## config.mk

```make
export PLATFORM = sky130hd
export DESIGN_NAME = axis_pkt_gen
export DESIGN_NICKNAME = d
export VERILOG_FILES = /design/src/rtl/axis_pkt_gen_pkg.sv /design/src/rtl/axis_pkt_gen_lfsr.sv /design/src/rtl/axis_pkt_gen.sv
export SDC_FILE = /design/constraint.sdc
export NUM_CORES = 1
export LEC_CHECK = 0
export ABC_AREA = 1
export BUFFER_PORTS_ARGS = -buffer_cell sky130_fd_sc_hd__buf_2
export CORE_MARGIN = 2
export CORE_UTILIZATION = 30
export DETAILED_ROUTE_END_ITERATION = 12
export SLEW_MARGIN = 30
export SYNTH_ARGS = -nofsm -noshare
export SYNTH_HDL_FRONTEND = slang
export SYNTH_SLANG_ARGS = --single-unit
export TNS_END_PERCENT = 10
```

## constraint.sdc

```tcl
create_clock -name axi_aclk -period 2.05 [get_ports axi_aclk]
set_input_delay 0.1025 -clock axi_aclk [delete_from_list [all_inputs] [get_ports axi_aclk]]
set_output_delay 0.1025 -clock axi_aclk [all_outputs]
set_load 0.005 [all_outputs]
```

## src/rtl/axis_pkt_gen_pkg.sv

```systemverilog
// Shared definitions for the AXI-Stream packet generator: FSM states,
// fixed header words, tuser field layout and the port-selection LFSR.
package axis_pkt_gen_pkg;

    typedef enum logic [2:0] {
        ST_IDLE    = 3'd0,
        ST_HDR0    = 3'd1,
        ST_HDR1    = 3'd2,
        ST_PAYLOAD = 3'd3,
        ST_GAP     = 3'd4
    } state_e;

    // Header beats occupy the low 64 bits of tdata; wider buses are zero-filled.
    localparam logic [63:0] HDR0_WORD = 64'hEFBEFECAFECAFECA;
    localparam logic [63:0] HDR1_WORD = 64'h00000008EFBEEFBE;

    // tuser layout: byte length, one-hot source port, destination port (unused, zero).
    localparam int TUSER_LEN_LSB = 0;
    localparam int TUSER_LEN_W   = 16;
    localparam int TUSER_SRC_LSB = 16;
    localparam int TUSER_SRC_W   = 8;
    localparam int TUSER_DST_LSB = 24;
    localparam int TUSER_DST_W   = 8;

    // 16-bit Fibonacci LFSR, taps 16,14,13,11 -> bits 15,13,12,10.
    localparam logic [15:0] LFSR_SEED = 16'hACE1;
    localparam logic [15:0] LFSR_TAPS = 16'hB400;

    // One LFSR step: shift left, feed back the XOR of the tapped bits.
    function automatic logic [15:0] lfsrNext(input logic [15:0] cur);
        return {cur[14:0], ^(cur & LFSR_TAPS)};
    endfunction

endpackage

```

## src/rtl/axis_pkt_gen_lfsr.sv

```systemverilog
// Pseudo-random source for port selection; steps once per advance pulse.
module axis_pkt_gen_lfsr
    import axis_pkt_gen_pkg::*;
(
    input  logic        clk_i,
    input  logic        rst_ni,
    input  logic        adv_i,
    output logic [15:0] value_o
);

    logic [15:0] lfsr_q;
    logic [15:0] lfsr_d;

    // Next value: step only when a packet is starting, otherwise hold.
    always_comb begin
        lfsr_d = lfsr_q;
        if (adv_i) begin
            lfsr_d = lfsrNext(lfsr_q);
        end
    end

    // State register, returns to the seed on reset so sequences are repeatable.
    always_ff @(posedge clk_i or negedge rst_ni) begin
        if (!rst_ni) begin
            lfsr_q <= LFSR_SEED;
        end else begin
            lfsr_q <= lfsr_d;
        end
    end

    assign value_o = lfsr_q;

endmodule

```

## src/rtl/axis_pkt_gen.sv

```systemverilog
// AXI-Stream test packet generator: two header beats, an incrementing-byte
// payload and a configurable idle gap, repeated per run with port tagging.
module axis_pkt_gen
    import axis_pkt_gen_pkg::*;
#(
    parameter int C_AXIS_DATA_WIDTH = 64,
    parameter int C_USER_WIDTH      = 128,
    parameter int C_NUM_PORTS       = 5,
    parameter int C_PAYLOAD_WORDS   = 32,
    parameter int C_GAP_CYCLES      = 128,
    parameter int C_PORT_MODE       = 0
) (
    input  logic                           axi_aclk,
    input  logic                           axi_resetn,
    input  logic                           start,
    input  logic [15:0]                    pkt_limit,
    input  logic                           stop,
    output logic [C_AXIS_DATA_WIDTH-1:0]   m_axis_tdata,
    output logic [C_AXIS_DATA_WIDTH/8-1:0] m_axis_tstrb,
    output logic [C_USER_WIDTH-1:0]        m_axis_tuser,
    output logic                           m_axis_tvalid,
    input  logic                           m_axis_tready,
    output logic                           m_axis_tlast,
    output logic                           busy,
    output logic [15:0]                    pkt_sent
);

    localparam int          STRB_W      = C_AXIS_DATA_WIDTH / 8;
    localparam logic [15:0] PKT_LEN     = 16'((C_PAYLOAD_WORDS + 2) * STRB_W);
    localparam logic [7:0]  LAST_BEAT   = 8'(C_PAYLOAD_WORDS - 1);
    localparam logic [7:0]  LAST_GAP    = 8'(C_GAP_CYCLES - 1);
    localparam logic [2:0]  LAST_PORT   = 3'(C_NUM_PORTS - 1);
    localparam logic [31:0] NUM_PORTS_U = 32'(C_NUM_PORTS);

    state_e                        state_q;
    logic [7:0]                    beat_q;
    logic [7:0]                    gap_q;
    logic [2:0]                    port_q;
    logic                          stop_q;
    logic                          busy_q;
    logic                          tvalid_q;
    logic                          tlast_q;
    logic [15:0]                   pktSent_q;
    logic [C_AXIS_DATA_WIDTH-1:0]  tdata_q;
    logic [C_USER_WIDTH-1:0]       tuser_q;

    logic [15:0] lfsrValue;
    logic        lfsrAdv_d;
    logic        xfer_d;
    logic        lastXfer_d;
    logic        stopSeen_d;
    logic        gapDone_d;
    logic        runDoneGap_d;
    logic        runDoneNoGap_d;
    logic        firstStart_d;
    logic        nextStart_d;
    logic [7:0]  beatNext_d;
    logic [15:0] pktSentInc_d;
    logic [2:0]  lfsrPort_d;
    logic [2:0]  startPort_d;

    // Header word zero-extended to the bus width.
    function automatic logic [C_AXIS_DATA_WIDTH-1:0] hdrWord(input logic [63:0] w);
        logic [C_AXIS_DATA_WIDTH-1:0] r;
        r       = '0;
        r[63:0] = w;
        return r;
    endfunction

    // Payload beat k carries k in every byte lane.
    function automatic logic [C_AXIS_DATA_WIDTH-1:0] payloadWord(input logic [7:0] k);
        return {STRB_W{k}};
    endfunction

    // Packet metadata: byte length plus one-hot source port, everything else zero.
    function automatic logic [C_USER_WIDTH-1:0] userWord(input logic [2:0] port);
        logic [C_USER_WIDTH-1:0] r;
        r = '0;
        r[TUSER_LEN_LSB +: TUSER_LEN_W] = PKT_LEN;
        r[TUSER_SRC_LSB +: TUSER_SRC_W] = 8'd1 << port;
        return r;
    endfunction

    axis_pkt_gen_lfsr u_lfsr (
        .clk_i   (axi_aclk),
        .rst_ni  (axi_resetn),
        .adv_i   (lfsrAdv_d),
        .value_o (lfsrValue)
    );

    // Transfer detection, run-termination decisions and next-port selection.
    always_comb begin
        xfer_d         = tvalid_q & m_axis_tready;
        lastXfer_d     = xfer_d & tlast_q & (state_q == ST_PAYLOAD);
        stopSeen_d     = stop_q | stop;
        beatNext_d     = beat_q + 8'd1;
        pktSentInc_d   = (pktSent_q == 16'hFFFF) ? pktSent_q : pktSent_q + 16'd1;
        gapDone_d      = (state_q == ST_GAP) && (gap_q == LAST_GAP);
        runDoneGap_d   = stopSeen_d || ((pkt_limit != 16'd0) && (pktSent_q == pkt_limit));
        runDoneNoGap_d = stopSeen_d || ((pkt_limit != 16'd0) && (pktSentInc_d == pkt_limit));
        firstStart_d   = (state_q == ST_IDLE) && start;
        nextStart_d    = (gapDone_d && !runDoneGap_d) ||
                         (lastXfer_d && (C_GAP_CYCLES == 0) && !runDoneNoGap_d);
        lfsrAdv_d      = firstStart_d || nextStart_d;
        lfsrPort_d     = 3'({16'd0, lfsrValue} % NUM_PORTS_U);
        startPort_d    = 3'd0;
        if (C_PORT_MODE != 0) begin
            startPort_d = lfsrPort_d;
        end else if (nextStart_d && (port_q != LAST_PORT)) begin
            startPort_d = port_q + 3'd1;
        end
    end

    // Main FSM with registered stream outputs; outputs change only on a
    // transfer or a state change so they stay stable under backpressure.
    always_ff @(posedge axi_aclk or negedge axi_resetn) begin
        if (!axi_resetn) begin
            state_q   <= ST_IDLE;
            beat_q    <= '0;
            gap_q     <= '0;
            port_q    <= '0;
            stop_q    <= 1'b0;
            busy_q    <= 1'b0;
            tvalid_q  <= 1'b0;
            tlast_q   <= 1'b0;
            pktSent_q <= '0;
            tdata_q   <= '0;
            tuser_q   <= '0;
        end else if (firstStart_d || nextStart_d) begin
            state_q  <= ST_HDR0;
            port_q   <= startPort_d;
            stop_q   <= stop;
            busy_q   <= 1'b1;
            tvalid_q <= 1'b1;
            tlast_q  <= 1'b0;
            beat_q   <= '0;
            gap_q    <= '0;
            tdata_q  <= hdrWord(HDR0_WORD);
            tuser_q  <= userWord(startPort_d);
            if (firstStart_d) begin
                pktSent_q <= '0;
            end else if (lastXfer_d) begin
                pktSent_q <= pktSentInc_d;
            end
        end else begin
            stop_q <= stopSeen_d;
            case (state_q)
                ST_IDLE: begin
                    stop_q <= 1'b0;
                end
                ST_HDR0: begin
                    if (xfer_d) begin
                        state_q <= ST_HDR1;
                        tdata_q <= hdrWord(HDR1_WORD);
                    end
                end
                ST_HDR1: begin
                    if (xfer_d) begin
                        state_q <= ST_PAYLOAD;
                        beat_q  <= '0;
                        tdata_q <= payloadWord(8'd0);
                        tlast_q <= (LAST_BEAT == 8'd0);
                    end
                end
                ST_PAYLOAD: begin
                    if (xfer_d) begin
                        if (tlast_q) begin
                            pktSent_q <= pktSentInc_d;
                            tvalid_q  <= 1'b0;
                            tlast_q   <= 1'b0;
                            tdata_q   <= '0;
                            tuser_q   <= '0;
                            if (C_GAP_CYCLES != 0) begin
                                state_q <= ST_GAP;
                                gap_q   <= '0;
                            end else begin
                                state_q <= ST_IDLE;
                                busy_q  <= 1'b0;
                                stop_q  <= 1'b0;
                            end
                        end else begin
                            beat_q  <= beatNext_d;
                            tdata_q <= payloadWord(beatNext_d);
                            tlast_q <= (beatNext_d == LAST_BEAT);
                        end
                    end
                end
                ST_GAP: begin
                    if (gapDone_d) begin
                        state_q <= ST_IDLE;
                        busy_q  <= 1'b0;
                        stop_q  <= 1'b0;
                    end else begin
                        gap_q <= gap_q + 8'd1;
                    end
                end
                default: begin
                    state_q <= ST_IDLE;
                end
            endcase
        end
    end

    assign m_axis_tdata  = tdata_q;
    assign m_axis_tstrb  = '1;
    assign m_axis_tuser  = tuser_q;
    assign m_axis_tvalid = tvalid_q;
    assign m_axis_tlast  = tlast_q;
    assign busy          = busy_q;
    assign pkt_sent      = pktSent_q;

endmodule
```

== Word-level counts from Yosys, hierarchy flattened ==
Cells that the tools add are included.

* Register bits after elaboration: 234
* Bits in latches: 0
* RAM bits: 0
* Memory bits (read-only): 0
* Bits of input ports: 21
* Output and inout port bits: 219
* Memories kept: 0

* Add/subtract/negate cells: 4
* Multiply operators: 0
* Divide/modulo/power cells: 0
* Order comparisons: 0
* Equality and inequality tests: 18
* Shift-type cells: 1
* Mux-type cells: 50
* Bitwise gates (word level): 4
* Reduce and logical (&&, ||, !) cells: 26

{| class="wikitable"
|+ Operators by type and width
! operator !! count
|-
| $mux W128 || 4
|-
| $mux W64 || 5
|-
| $pmux W64 S3 || 1
|-
| $mux W16 || 7
|-
| $mux W8 || 8
|-
| $pmux W8 S2 || 2
|-
| $ne A3 B3 Y1 const B || 8
|-
| $mux W3 || 7
|-
| $add A16 B1 Y16 const B || 1
|-
| $add A8 B1 Y8 const B || 2
|-
| $eq A16 B16 Y1 || 1
|-
| $eq A16 B16 Y1 const B || 1
|-
| $reduce_and A4 Y1 || 4
|-
| $reduce_bool A16 Y1 || 1
|-
| $pmux W3 S5 || 1
|-
| $mux W1 || 13
|-
| $reduce_bool A2 Y1 || 5
|-
| $eq A8 B5 Y1 const B || 1
|-
| $eq A8 B7 Y1 const B || 1
|-
| $shl A1 B3 Y8 const A || 1
|-
| $eq A3 B2 Y1 const B || 2
|-
| $reduce_and A3 Y1 || 2
|-
| $reduce_and A6 Y1 || 1
|-
| $reduce_bool A3 Y1 || 2
|-
| 14 further kinds || 22
|}

== Logic depth before layout (Yosys ltp) ==
* Depth in word-level cells: 9
* Gate-level depth with buffers: 14
* Gate-level depth less buffers: 13

== Least setup slack after synthesis ==
No wires, ideal clock.

* Path type: register to register
* Start point: register gap_q[0]
* End point: register tdata_q[20] (netlist: m_axis_tdata[20])
* Library setup time: 0.120 ns
* Arrival: 1.599 ns
* Required time: 1.930 ns
* Slack: 0.332 ns
* Cell stages (with the launch flop): 13
* Path buffers: 2
* Period minus slack after synthesis: 1.718 ns
* Path through: dfrtp_1 > ha_1 > nand4_1 > nor2_1 > nand3_1 > nor2_2 > nand3_1 > nand2_1 > buf_6 > nor2_4 > buf_6 > nand2_1 > nand2_1

* Cells in the longest elaborated chain, start to end: 6
* Elaborated cells between the ends (all ways): 10

{| class="wikitable"
|+ RTL lines
! what !! RTL line !! source
|-
| start, declared || axis_pkt_gen.sv:37 || <nowiki>logic [7:0] gap_q;</nowiki>
|-
| start signal, assigned || axis_pkt_gen.sv:194 || <nowiki>gap_q <= gap_q + 8'd1;</nowiki>
|-
| $eq A8 B7 Y1 * || axis_pkt_gen.sv:98 || <nowiki>gapDone_d = (state_q == ST_GAP) && (gap_q == LAST_GAP);</nowiki>
|-
| $logic_and A1 B1 Y1 * || axis_pkt_gen.sv:98 ||
|-
| $logic_and A1 B1 Y1 * || axis_pkt_gen.sv:102 || <nowiki>nextStart_d = (gapDone_d && !runDoneGap_d) ||</nowiki>
|-
| $logic_or A1 B1 Y1 * || axis_pkt_gen.sv:129 || <nowiki>end else if (firstStart_d || nextStart_d) begin</nowiki>
|-
| $ne A3 B3 Y1 (no source line) or $reduce_bool A4 Y1 (tied branches) || n/a ||
|-
| $reduce_and A4 Y1 (no source line) || n/a ||
|-
| end signal, assigned || axis_pkt_gen.sv:138 || <nowiki>tdata_q <= hdrWord(HDR0_WORD);</nowiki>
|-
| end signal, assigned || axis_pkt_gen.sv:154 || <nowiki>tdata_q <= hdrWord(HDR1_WORD);</nowiki>
|-
| end signal, assigned || axis_pkt_gen.sv:161 || <nowiki>tdata_q <= payloadWord(8'd0);</nowiki>
|-
| end, declared || axis_pkt_gen.sv:44 || <nowiki>logic [C_AXIS_DATA_WIDTH-1:0] tdata_q;</nowiki>
|}

Mark *: on every way between the ends. The rest lies on a longest branch, timed or not.
A chain may end at the register's enable or synchronous reset.

== Worst setup path after layout ==
* Start point: register gap_q[0]
* End point: register tdata_q[60] (netlist: m_axis_tdata[60])

The elaborated chain is that of the path after synthesis.

==> key figures <==
Outcome
  • Status: complete, no violations

Layout
  • Antenna diode count: 0
  • Area grow syn2layout: 11.4%
  • Design area: 5780 um^2
  • Layout cells sized above 1: 22.6%
  • Final #Nets: 826

Critical path
  • Maximum fanout along the worst path: 10
  • Crit Path Class: reg2reg
  • Crit-path cells: ha_1 -> nand4_1 -> nor2_1 -> nand3_1 -> nor2_2 -> nand3_1 -> nand2_1 -> buf_4 -> nor2_4 -> buf_4 -> nand2_1 -> nand2_1
  • CP Data Required Time: 2.27 ns
  • Worst reg2reg path depth: 12
  • Worst stage delay on the critical path: 0.35 ns
  • CP max stage cell: dfrtp_1
  • CP most frequent cell: nand2_1
  • WP data arrival: 2.14 ns
  • Worst Setup Start Kind: flop
  • Worst setup EP type: flop

Detailed routing
  • Final WL: 11,100 um
  • Iter 0 DRT Violations: 211
  • Vias per cell: 4.00
  • Via count: 4,118
  • Routed wl met2: 5330 um
  • Remaining DRCs: 0
  • WL/cell: 10.8 um
  • Top Metal Used: met5
  • Routed met1 length: 4950 um
  • 1st-pass router iterations: 4
  • Met3 Routed Length: 653 um
  • ANT nets after route: 0

Logic synthesis
  • Synth Area in XOR/XNOR: 1.18%
  • Multiplexer share of the synthesized area: 0%
  • Mapped cell area: 5190 um^2
  • Adder-Cell Fraction of Synth Area: 1.45%
  • EDFF count, synth: 0
  • FF+latch count, synth: 73
  • Distinct cells, synth: 32
  • Post-synthesis sequential area ratio: 35.2%
  • Syn_area_per_cell: 7.45 um^2
  • Compound-gate portion of the synthesized area: 6.39%
  • Ys Warns: 0
  • Top FF cell, synth: dfrtp_1
  • Main combinational cell family by area after synthesis: buffers and inverters
  • Post-synth ARST share: 100%
  • Post-Synthesis Cells: 696
  • Post-Synth Simple-Gate Area: 25.1%

STA
  • Clk_skew: 0.00678 ns
  • Final Setup Violations: 0
  • Crit share post-route: 93.9%
  • Slew Limit Fails: 0
  • Fmax: 0.519 GHz
  • Hold Vio Cnt, Final: 0
  • Final setup TNS: 0 ns
  • Minimum clock period: 1.93 ns
  • Unrepaired setup endpoints after global routing: yes
  • WHS: 0.0544 ns

CTS
  • TritonCTS sink count: 73
  • Cts bufs inserted: 9
  • TritonCTS clock tree: done
  • Clock-pin slew on the worst setup and hold paths: 0.06 ns
  • CTS Buffer Depth: 2
  • Clock Latency Late Sink: 0.33 ns
  • H-tree Lvls: 3
  • CTS root buffer: clkbuf_16

Placed design
  • Area after DPL: 5400 um^2
  • HPWL after DPL: 8600 um
  • I/O Buffers: 113
  • GP Congestion: 0.892

Global route
  • Initial antenna violation count: 1
  • First-pass GRT wire length: 17,400 um
  • Vias in the first global route: 3,535
  • Total Routing Usage GR: 11.9%
  • Remaining Overflow, GRT: 0
  • Largest net degree at the start of global routing: 74

Worst hold path
  • Min-Delay Path Class: in2reg
  • Hold Crit Depth: 3

Run
  • Max cap viols: 0

Die
  • CORE AREA: 17,100 um^2
  • Die height: 135 um
  • Die ar.: 18,400 um^2
  • Rows: 48
  • Die width: 135 um
  • Io pins: 240
  • Starting Density: 30.3%

Power
  • Leakage: 0.00319 uW
  • Max VDD drop: 0.353 mV
  • P per Cell Area: 988 nW/um^2
-- cells by family (layout without fill, tap and decap cells) --
logic type,Yosys count,count (layout)
AO/OA/AOI/OAI,61,61
XOR/XNOR,7,7
adder cells (fa/ha/maj),6,6
buffers and inverters,244,228
flip-flops,73,73
other,2,126
AND/OR/NAND/NOR,303,303
-- worst paths after layout --
check	from	endpoint	slack (ns)
worst min-delay path	stop	stop_q	0.05
worst min register to register	m_axis_tuser[18]	m_axis_tuser[18]	0.47
min in group asynchronous	axi_resetn	m_axis_tdata[48]	0.33
worst max register to register	gap_q[0]	m_axis_tdata[60]	0.12
worst max-delay path	gap_q[0]	m_axis_tdata[60]	0.12
max in group asynchronous	axi_resetn	pkt_sent[11]	1.37
-- layer usage --
layer / global-route usage [%] / up-vias
li1: - / 2106
met1: 15.7 / 1860
met2: 19.5 / 142
met3: 1.61 / 8
met4: 5.03 / 2
met5: 0 / -
-- flip-flops by register name (all words and copies together) (netlist names) --
register,count
busy,1
pkt_sent,16
gap_q,8
m_axis_tlast,1
m_axis_tdata,23
beat_q,8
port_q,3
state_q,3
stop_q,1
m_axis_tuser,9
-- final cells by class --
type,instances,area [um^2]
well taps,225,282
repair buffers,142,823
inverters,70,263
multi-input cells,503,2270
flip-flops and latches,73,1830
clock inverters,2,35.0
clock buffers,14,274
fillers,1850,11300
-- synthesized netlist by cell type (all sizes together) (3+ instances only) --
library cell,number,share of area (%)
a21oi,15,1.4
a31oi,3,0.36
buf,173,25
dfrtp,73,35
ha,6,1.4
inv,68,4.9
nand2,165,12
nand3,20,2.2
nand4,22,2.8
nor2,82,6.6
nor3,12,1.4
o21ai,37,3.7
xor2,7,1.2
-- stage by stage --
step / power, uW / worst slack (ns) / std cells / util (%)
5_1_grt: 6200 / -0.0451 / 1029 / 33.7
4_1_cts: 5740 / 0.0696 / 1025 / 33.4
6_report: 5710 / 0.125 / 1029 / 33.7
3_3_place_gp: 4060 / 0.110 / 1008 / 31.5
3_5_place_dp: 4080 / 0.0834 / 1008 / 31.5
2_1_floorplan: 3720 / 0.332 / 820 / -
-- critical path: cells and delay by family (launching register included) --
kind / cells / cell delay [ns]
flip-flops: 1 / 0.35
AND/OR/NAND/NOR: 9 / 0.87
adder cells (fa/ha/maj): 1 / 0.22
buffers and inverters: 2 / 0.37
-- power by group --
group	switching [uW]	internal (uW)
Combinational	1210	873
Clock	588	1040
Sequential	284	1710
Total	2080	3630
-- repair_timing --
| action | 4_1_cts | 5_1_grt |
|---|---|---|
| gates resized for setup | 0 | 10 |
| setup endpoints to repair | 0 | 32 |
| setup buffers | 0 | 4 |
| endpoints found under the hold margin | 73 | 0 |
| hold buffers | 1 | 0 |
-- layout by cell type, fill, tap and decap left out, types with 2 or more instances in the layout --
master / Yosys / routed
clkbuf_16: 0 / 9
o21ai_2: 2 / 2
xor2_1: 7 / 7
buf_12: 0 / 3
a21oi_1: 15 / 15
dfrtp_1: 73 / 71
nor2_4: 4 / 4
nor2_1: 76 / 75
nand2_2: 1 / 4
dfrtp_2: 0 / 2
inv_2: 7 / 7
ha_1: 6 / 6
conb_1: 2 / 126
inv_1: 61 / 61
o22ai_1: 2 / 2
nor2_2: 2 / 3
buf_4: 169 / 25
nand4_1: 21 / 21
clkinv_1: 2 / 2
nor3_1: 10 / 10
nand2_1: 164 / 161
nand3_1: 19 / 19
o21ai_0: 35 / 34
clkbuf_8: 0 / 3
clkbuf_1: 1 / 2
buf_2: 0 / 113
a31oi_1: 3 / 3
Power figures use the tool's default switching activity.
